## src/rtl/fuzzy_pkg.sv

```systemverilog
// fuzzy_pkg: shared definitions for the fuzzy controller input sequencer.
//   DATA_W     controller input/output width
//   FZ_MIN_IN  lowest legal controller input
//   FZ_MAX_IN  highest legal controller input
//   fz_state_t sequencer states
package fuzzy_pkg;

    localparam int unsigned DATA_W    = 8;
    localparam int unsigned FZ_MIN_IN = 1;
    localparam int unsigned FZ_MAX_IN = 254;

    typedef enum logic [1:0] {
        IDLE,
        HOLD,
        OUT
    } fz_state_t;

endpackage

```

## src/rtl/fuzzy_in_sequencer_if.sv

```systemverilog
// fuzzy_in_sequencer_if: sample-in and result-out valid/ready streams.
//   in_valid/in_ready/in_e1/in_e2   raw sample pair stream
//   out_valid/out_ready/out_data    captured result stream
// Modports: master = upstream/downstream side, slave = sequencer side.
interface fuzzy_in_sequencer_if
    import fuzzy_pkg::*;
#(
    parameter int unsigned IN_W   = 9,
    parameter int unsigned DATA_W = fuzzy_pkg::DATA_W
);

    logic              in_valid;
    logic              in_ready;
    logic [IN_W-1:0]   in_e1;
    logic [IN_W-1:0]   in_e2;
    logic              out_valid;
    logic              out_ready;
    logic [DATA_W-1:0] out_data;

    modport master (
        output in_valid, in_e1, in_e2, out_ready,
        input  in_ready, out_valid, out_data
    );

    modport slave (
        input  in_valid, in_e1, in_e2, out_ready,
        output in_ready, out_valid, out_data
    );

endinterface

```

## src/rtl/fuzzy_in_clamp.sv

```systemverilog
// fuzzy_in_clamp: combinational saturator into [FZ_MIN_IN, FZ_MAX_IN].
//   i_v        raw unsigned input, IN_W bits
//   o_v        saturated value, DATA_W bits
//   o_clamped  high when the input was outside the legal range
module fuzzy_in_clamp
    import fuzzy_pkg::*;
#(
    parameter int unsigned IN_W   = 9,
    parameter int unsigned DATA_W = fuzzy_pkg::DATA_W
)(
    input  logic [IN_W-1:0]   i_v,
    output logic [DATA_W-1:0] o_v,
    output logic              o_clamped
);

    always_comb begin
        o_v       = DATA_W'(i_v);
        o_clamped = 1'b0;
        if (i_v < IN_W'(FZ_MIN_IN)) begin
            o_v       = DATA_W'(FZ_MIN_IN);
            o_clamped = 1'b1;
        end else if (i_v > IN_W'(FZ_MAX_IN)) begin
            o_v       = DATA_W'(FZ_MAX_IN);
            o_clamped = 1'b1;
        end
    end

endmodule

```

## src/rtl/fuzzy_in_sequencer.sv

```systemverilog
// fuzzy_in_sequencer: feeds clamped sample pairs to the type-2 trapezoidal
// fuzzy controller, holds them for HOLD_CYCLES, then captures the crisp
// output and offers it downstream.
//   clk_0, Srst            clock (rising edge), async active-high reset
//   bus (slave)            sample-in and result-out valid/ready streams
//   Entrada_01/02          clamped controller inputs
//   EN_REGRAS              rule-evaluation enable, high during HOLD
//   saida_defuzzy          controller crisp output
//   busy                   high in HOLD and OUT
//   clamp_count            (only with FUZZY_CLAMP_STATS_EN) saturating count
//                          of accepted samples that needed clamping
module fuzzy_in_sequencer
    import fuzzy_pkg::*;
#(
    parameter int unsigned IN_W        = 9,
    parameter int unsigned DATA_W      = fuzzy_pkg::DATA_W,
    parameter int unsigned HOLD_CYCLES = 28
)(
    input  logic                clk_0,
    input  logic                Srst,
    fuzzy_in_sequencer_if.slave bus,
    output logic [DATA_W-1:0]   Entrada_01,
    output logic [DATA_W-1:0]   Entrada_02,
    output logic                EN_REGRAS,
    input  logic [DATA_W-1:0]   saida_defuzzy,
    output logic                busy
`ifdef FUZZY_CLAMP_STATS_EN
    ,
    output logic [15:0]         clamp_count
`endif
);

    localparam int unsigned CNT_W = $clog2(HOLD_CYCLES + 1);

    if (HOLD_CYCLES < 1) begin : g_hold_check
        $error("fuzzy_in_sequencer: HOLD_CYCLES must be >= 1");
    end

    fz_state_t         r_state;
    fz_state_t         w_next;
    logic [CNT_W-1:0]  r_cnt;
    logic              r_out_valid;
    logic [DATA_W-1:0] r_out_data;
    logic [DATA_W-1:0] r_e1;
    logic [DATA_W-1:0] r_e2;
    logic              r_en;
    logic              w_accept;
    logic              w_capture;
    logic              w_release;
    logic [DATA_W-1:0] w_c1;
    logic [DATA_W-1:0] w_c2;
    logic              w_clamp1;
    logic              w_clamp2;

    fuzzy_in_clamp #(.IN_W(IN_W), .DATA_W(DATA_W)) u_clamp1 (
        .i_v       (bus.in_e1),
        .o_v       (w_c1),
        .o_clamped (w_clamp1)
    );

    fuzzy_in_clamp #(.IN_W(IN_W), .DATA_W(DATA_W)) u_clamp2 (
        .i_v       (bus.in_e2),
        .o_v       (w_c2),
        .o_clamped (w_clamp2)
    );

    always_ff @(posedge clk_0 or posedge Srst) begin
        if (Srst) r_state <= IDLE;
        else      r_state <= w_next;
    end

    always_comb begin
        w_next    = r_state;
        w_accept  = 1'b0;
        w_capture = 1'b0;
        w_release = 1'b0;
        case (r_state)
            IDLE: if (bus.in_valid) begin
                w_accept = 1'b1;
                w_next   = HOLD;
            end
            HOLD: if (r_cnt == CNT_W'(HOLD_CYCLES - 1)) begin
                w_capture = 1'b1;
                w_next    = OUT;
            end
            OUT: if (bus.out_ready) begin
                w_release = 1'b1;
                w_next    = IDLE;
            end
            default: w_next = IDLE;
        endcase
    end

    // Counter may reach HOLD_CYCLES on the capture edge; CNT_W covers it.
    always_ff @(posedge clk_0 or posedge Srst) begin
        if (Srst) begin
            r_e1        <= DATA_W'(FZ_MIN_IN);
            r_e2        <= DATA_W'(FZ_MIN_IN);
            r_en        <= 1'b0;
            r_cnt       <= '0;
            r_out_valid <= 1'b0;
            r_out_data  <= '0;
        end else begin
            if (w_accept) begin
                r_e1  <= w_c1;
                r_e2  <= w_c2;
                r_en  <= 1'b1;
                r_cnt <= '0;
            end else if (r_state == HOLD) begin
                r_cnt <= r_cnt + 1'b1;
            end
            if (w_capture) begin
                r_out_data  <= saida_defuzzy;
                r_out_valid <= 1'b1;
                r_en        <= 1'b0;
            end
            if (w_release) r_out_valid <= 1'b0;
        end
    end

`ifdef FUZZY_CLAMP_STATS_EN
    logic [15:0] r_clamp_count;

    always_ff @(posedge clk_0 or posedge Srst) begin
        if (Srst) begin
            r_clamp_count <= '0;
        end else if (w_accept && (w_clamp1 || w_clamp2) && (r_clamp_count != '1)) begin
            r_clamp_count <= r_clamp_count + 16'd1;
        end
    end

    assign clamp_count = r_clamp_count;
`else
    logic w_unused_clamp;
    assign w_unused_clamp = w_clamp1 ^ w_clamp2;
`endif

    // in_ready is held low while Srst is asserted, even though state is IDLE.
    assign bus.in_ready  = (r_state == IDLE) && !Srst;
    assign bus.out_valid = r_out_valid;
    assign bus.out_data  = r_out_data;
    assign Entrada_01    = r_e1;
    assign Entrada_02    = r_e2;
    assign EN_REGRAS     = r_en;
    assign busy          = (r_state != IDLE);

endmodule
```

## src/flat_wrapper.sv

```systemverilog
// flat-port wrapper written by rule: the top's interface ports become plain ports
module fuzzy_in_sequencer_flat import fuzzy_pkg::*;
#(
    parameter int unsigned IN_W        = 9,
    parameter int unsigned DATA_W      = fuzzy_pkg::DATA_W,
    parameter int unsigned HOLD_CYCLES = 28
)
  (clk_0, Srst, Entrada_01, Entrada_02, EN_REGRAS, saida_defuzzy, busy, bus_in_valid, bus_in_e1, bus_in_e2, bus_out_ready, bus_in_ready, bus_out_valid, bus_out_data);
  fuzzy_in_sequencer_if #(.IN_W(IN_W), .DATA_W(DATA_W)) bus_i ();
  input  logic clk_0;
  input  logic Srst;
  output logic [DATA_W-1:0] Entrada_01;
  output logic [DATA_W-1:0] Entrada_02;
  output logic EN_REGRAS;
  input  logic [DATA_W-1:0] saida_defuzzy;
  output logic busy;
  input wire logic [$bits(bus_i.in_valid)-1:0] bus_in_valid;
  input wire logic [$bits(bus_i.in_e1)-1:0] bus_in_e1;
  input wire logic [$bits(bus_i.in_e2)-1:0] bus_in_e2;
  input wire logic [$bits(bus_i.out_ready)-1:0] bus_out_ready;
  output wire logic [$bits(bus_i.in_ready)-1:0] bus_in_ready;
  output wire logic [$bits(bus_i.out_valid)-1:0] bus_out_valid;
  output wire logic [$bits(bus_i.out_data)-1:0] bus_out_data;
  assign bus_i.in_valid = bus_in_valid;
  assign bus_i.in_e1 = bus_in_e1;
  assign bus_i.in_e2 = bus_in_e2;
  assign bus_i.out_ready = bus_out_ready;
  assign bus_in_ready = bus_i.in_ready;
  assign bus_out_valid = bus_i.out_valid;
  assign bus_out_data = bus_i.out_data;
  fuzzy_in_sequencer #(.IN_W(IN_W), .DATA_W(DATA_W), .HOLD_CYCLES(HOLD_CYCLES)) u_core (.clk_0(clk_0), .Srst(Srst), .bus(bus_i), .Entrada_01(Entrada_01), .Entrada_02(Entrada_02), .EN_REGRAS(EN_REGRAS), .saida_defuzzy(saida_defuzzy), .busy(busy));
endmodule
```

## config.mk

```make
export PLATFORM = sky130hd
export DESIGN_NAME = fuzzy_in_sequencer_flat
export DESIGN_NICKNAME = d
export VERILOG_FILES = /design/src/rtl/fuzzy_pkg.sv /design/src/rtl/fuzzy_in_sequencer_if.sv /design/src/rtl/fuzzy_in_clamp.sv /design/src/rtl/fuzzy_in_sequencer.sv /design/src/flat_wrapper.sv
export SDC_FILE = /design/constraint.sdc
export NUM_CORES = 1
export LEC_CHECK = 0
export BUFFER_PORTS_ARGS = -buffer_cell sky130_fd_sc_hd__buf_2
export CORE_UTILIZATION = 44
export CTS_BUF_LIST = sky130_fd_sc_hd__clkbuf_4 sky130_fd_sc_hd__clkbuf_8
export DETAILED_ROUTE_END_ITERATION = 6
export PLACE_DENSITY = 0.77
export SYNTH_ARGS = -nofsm -noshare
export SYNTH_HDL_FRONTEND = slang
export SYNTH_SLANG_ARGS = --single-unit
```

## constraint.sdc

```tcl
create_clock -name clk_0 -period 1.3 [get_ports clk_0]
set_input_delay 0.195 -clock clk_0 [delete_from_list [all_inputs] [get_ports clk_0]]
set_output_delay 0.195 -clock clk_0 [all_outputs]
set_load 0.01 [all_outputs]
```

==> impl_metrics.yaml <==
run:
  maxCapViolCount: 0
timing:
  timing.final.hold_violations: 0
  min_period_ps: 1500
  finalCritPeriodShare_pct: 115
  fmax_ghz: 0.666
  fin_skew_ps: 7.18
  timing.slew.headroom_pct: 72.7
  setup_ws_ps: -201
  rsz0062_at_grt: "yes"
  slew_violations: 0
  tns_ps: -3020
  worst_slew_pin_slew_ps: 409
  setup_viol: 35
finish:
  drive_gt1_share_pct: 56.9
  fill_cells: 221
  final_net_count: 248
  antenna_cells: 0
  syn_to_final_growth_pct: 51.5
  final_cell_area_um2: 2160
die:
  die_x_um: 59.0
  die-area_um2: 3480
  ios: 58
  core_um2: 3080
  num_rows: 20
  start_util_pct: 46.4
  die_h_um: 59.0
power_and_ir_drop:
  p_seq_share_pct: 42.4
  swShare_pct: 36.8
  p_switching_w: 0.00154
  p_leak_nw: 1.09
  internal_power_w: 0.00265
  p_per_area_nw_per_um2: 1940
  power_frac_comb_pct: 43.2
  pwr-share-clk_pct: 14.5
  vdd_drop_max_mv: 1.13
route:
  viasPerCell: 5.21
  ant_nets: 0
  drtPass1Iterations: 4
  wl_per_cell_um: 14.9
  drt_iter0_markers: 74
  via_count: 1366
  drcViolationCount: 0
  wirelength_um: 3910
global_routing:
  overflow: 0
  grt_use_total_pct: 22.2
  grt_pass1_wl_um: 5630
  first_global_vias: 1311
  grt_max_degree: 34
  antenna_found_initial: 0
setup_path:
  path_depth: 5
  rr_worst_depth: 5
  critPathTopFamily: "flip-flops"
  path_buf_inv: 1
  ff2ff_setup_slack_ps: -200
  timing.rr.end: "u_core.bus.out_data[6]"
  cpPeakStageDelay_ps: 390
  setup.worst_path.end: "u_core.bus.out_data[6]"
  crit_chain: "ha_2 -> nand3b_1 -> nor3_2 -> buf_6 -> mux2_2"
  crit_arrival_ps: 1720
  crit_path_end_kind: "flip-flop"
  crit_type: "reg2reg"
  cp_slowest_cell: "dfrtp_1"
  startpoint: "u_core.r_cnt[1]"
  timing.rr.start: "u_core.r_cnt[1]"
  worstPathMaxFanout: 9
  crit_required_ps: 1520
  crit_path_start_kind: "flip-flop"
yosys:
  synth-main-ff-cell: "dfrtp_1"
  netlist.top_cell.by_area: "dfrtp_1"
  async_flop_share_pct: 100
  syn_area_per_cell_um2: 10.3
  synth.area.top_cells: "dfrtp_1, nand2_1, mux2_2"
  seq_area_frac_synth_pct: 58.0
  synth_fp_nets: 169
  yosysWarnings: 0
  synth_top_area_share_pct: 54.3
  syn_area_um2: 1430
  synth_edf_count: 0
  ys_seq_elements: 33
  synth.distinct_cells: 29
  syn_inst: 138
clocking:
  cts_sinks: 33
  cts_tree: "yes"
  htree_levels: 2
  clkSlewWorstSetupHoldPaths_ps: 100
  clkLatencyLatePin_ps: 340
  ctsRootBufferMaster: "clkbuf_4"
  cts_inserted_buffers: 5
  cts_max_path_buffers: 2
placed_design:
  port_buffers: 57
  dp_slack_ps: -106
  placed_cell_area_um2: 1850
  hpwl_um: 2390
  gp_congestion: 0.764
run_status:
  violations: "negative setup slack"
  status: "complete, but fails checks"
min_path:
  min_path_type: "in2reg"
  whs_path_depth: 2
## synth_stat cells (2+ instances only)
| cell type | count |
|---|---|
| dfstp_2 | 2 |
| buf_2 | 3 |
| nand4_1 | 6 |
| mux2_2 | 6 |
| nor4_1 | 2 |
| nor2_1 | 6 |
| dfrtp_1 | 31 |
| o2111ai_1 | 2 |
| nand2_1 | 33 |
| nor3_1 | 2 |
| inv_1 | 4 |
| o21ai_0 | 13 |
| mux2_1 | 2 |
| nand3_1 | 7 |
| nor2b_1 | 2 |
| mux2i_1 | 2 |
| o21ai_1 | 3 |
## power groups by stage
stage / registers, W / logic, W / clock network [W]
6_report: 0.00177 / 0.00181 / 0.000606
5_1_grt: 0.00182 / 0.00199 / 0.000663
4_1_cts: 0.00169 / 0.00148 / 0.000616
3_3_place_gp: 0.00167 / 0.00137 / 0
2_1_floorplan: 0.00187 / 0.000542 / 0
3_5_place_dp: 0.00170 / 0.00142 / 0
## routing by layer
| metal | part of all wire (%) | global-route usage [%] | wire [um] |
|---|---|---|---|
| met1 | 41 | 25.8 | 1610 |
| met2 | 52 | 37.0 | 2050 |
| met3 | 4.7 | 7.69 | 182 |
| met4 | 1.8 | 9.86 | 71 |
| met5 | 0 | 0 | 0 |
## per-stage QoR
stage | power (W) | hold WS, ps | instances | utilization (%)
final | 0.00419 | 45.2 | 262 | 70.3
after global placement | 0.00304 | 303 | 248 | 60.2
after CTS | 0.00379 | 27.9 | 258 | 63.6
after global routing | 0.00447 | 35.2 | 262 | 70.3
after floorplan | 0.00241 | 280 | 138 | -
after detailed placement | 0.00311 | 319 | 248 | 60.2
## worst min-delay path by stage
stage                                   endpoint          start  slack, ps
after global routing        u_core.bus.out_valid  bus_out_ready         40
after global placement           u_core.r_cnt[2]           Srst        300
final                       u_core.bus.out_valid  bus_out_ready         50
after detailed placement  u_core.bus.out_data[6]           Srst        320
after floorplan             u_core.bus.out_valid  bus_out_ready        280
after CTS                   u_core.bus.out_valid  bus_out_ready         30
## area by class of cell
| class | count | area, um^2 | area share, % |
|---|---|---|---|
| Tap cell | 44 | 55.1 | 2.54 |
| Inverter | 4 | 15.0 | 0.694 |
| Sequential cell | 33 | 828 | 38.3 |
| Multi-Input combinational cell | 96 | 693 | 32.0 |
| Clock buffer | 8 | 60.1 | 2.78 |
| Timing Repair Buffer | 77 | 512 | 23.7 |
## state kept, by name, indices dropped and copies added, names as in the netlist
name and count:
u_core.EN_REGRAS 1, u_core.bus.out_valid 1, u_core.r_cnt 5, u_core.Entrada_01 8
u_core.r_state 2, u_core.Entrada_02 8, u_core.bus.out_data 8
## what timing repair did
item | in CTS | in global routing
setup buffers | 1 | 0
endpoints found under the hold margin | 31 | 0
endpoints found under the setup margin | 12 | 35
pin swaps | 1 | 25
hold buffers | 1 | 0
resized for setup | 8 | 42
gates cloned | 0 | 4
## layout by cell type (no fill, tap or decap), types with 3 or more instances in the layout
master,synthesis,routed
mux2_2,6,5
clkbuf_4,0,8
o21ai_0,13,9
nand2_2,0,12
nand3_2,0,4
nand3_1,7,3
nor2_1,6,6
nand2_1,33,14
nand4_1,6,6
o21ai_1,3,7
buf_6,1,7
buf_4,1,9
inv_1,4,4
dfrtp_1,31,31
buf_2,3,57
nand2_4,0,7
## logic make-up after synthesis
kind of cell	synth area share (%)
flops	58.0
mux	7.71
buf+inv	3.42
fa+ha+maj	0.876
simple gates	21.4
compound gates	8.59
Power figures use the tool's default switching activity.
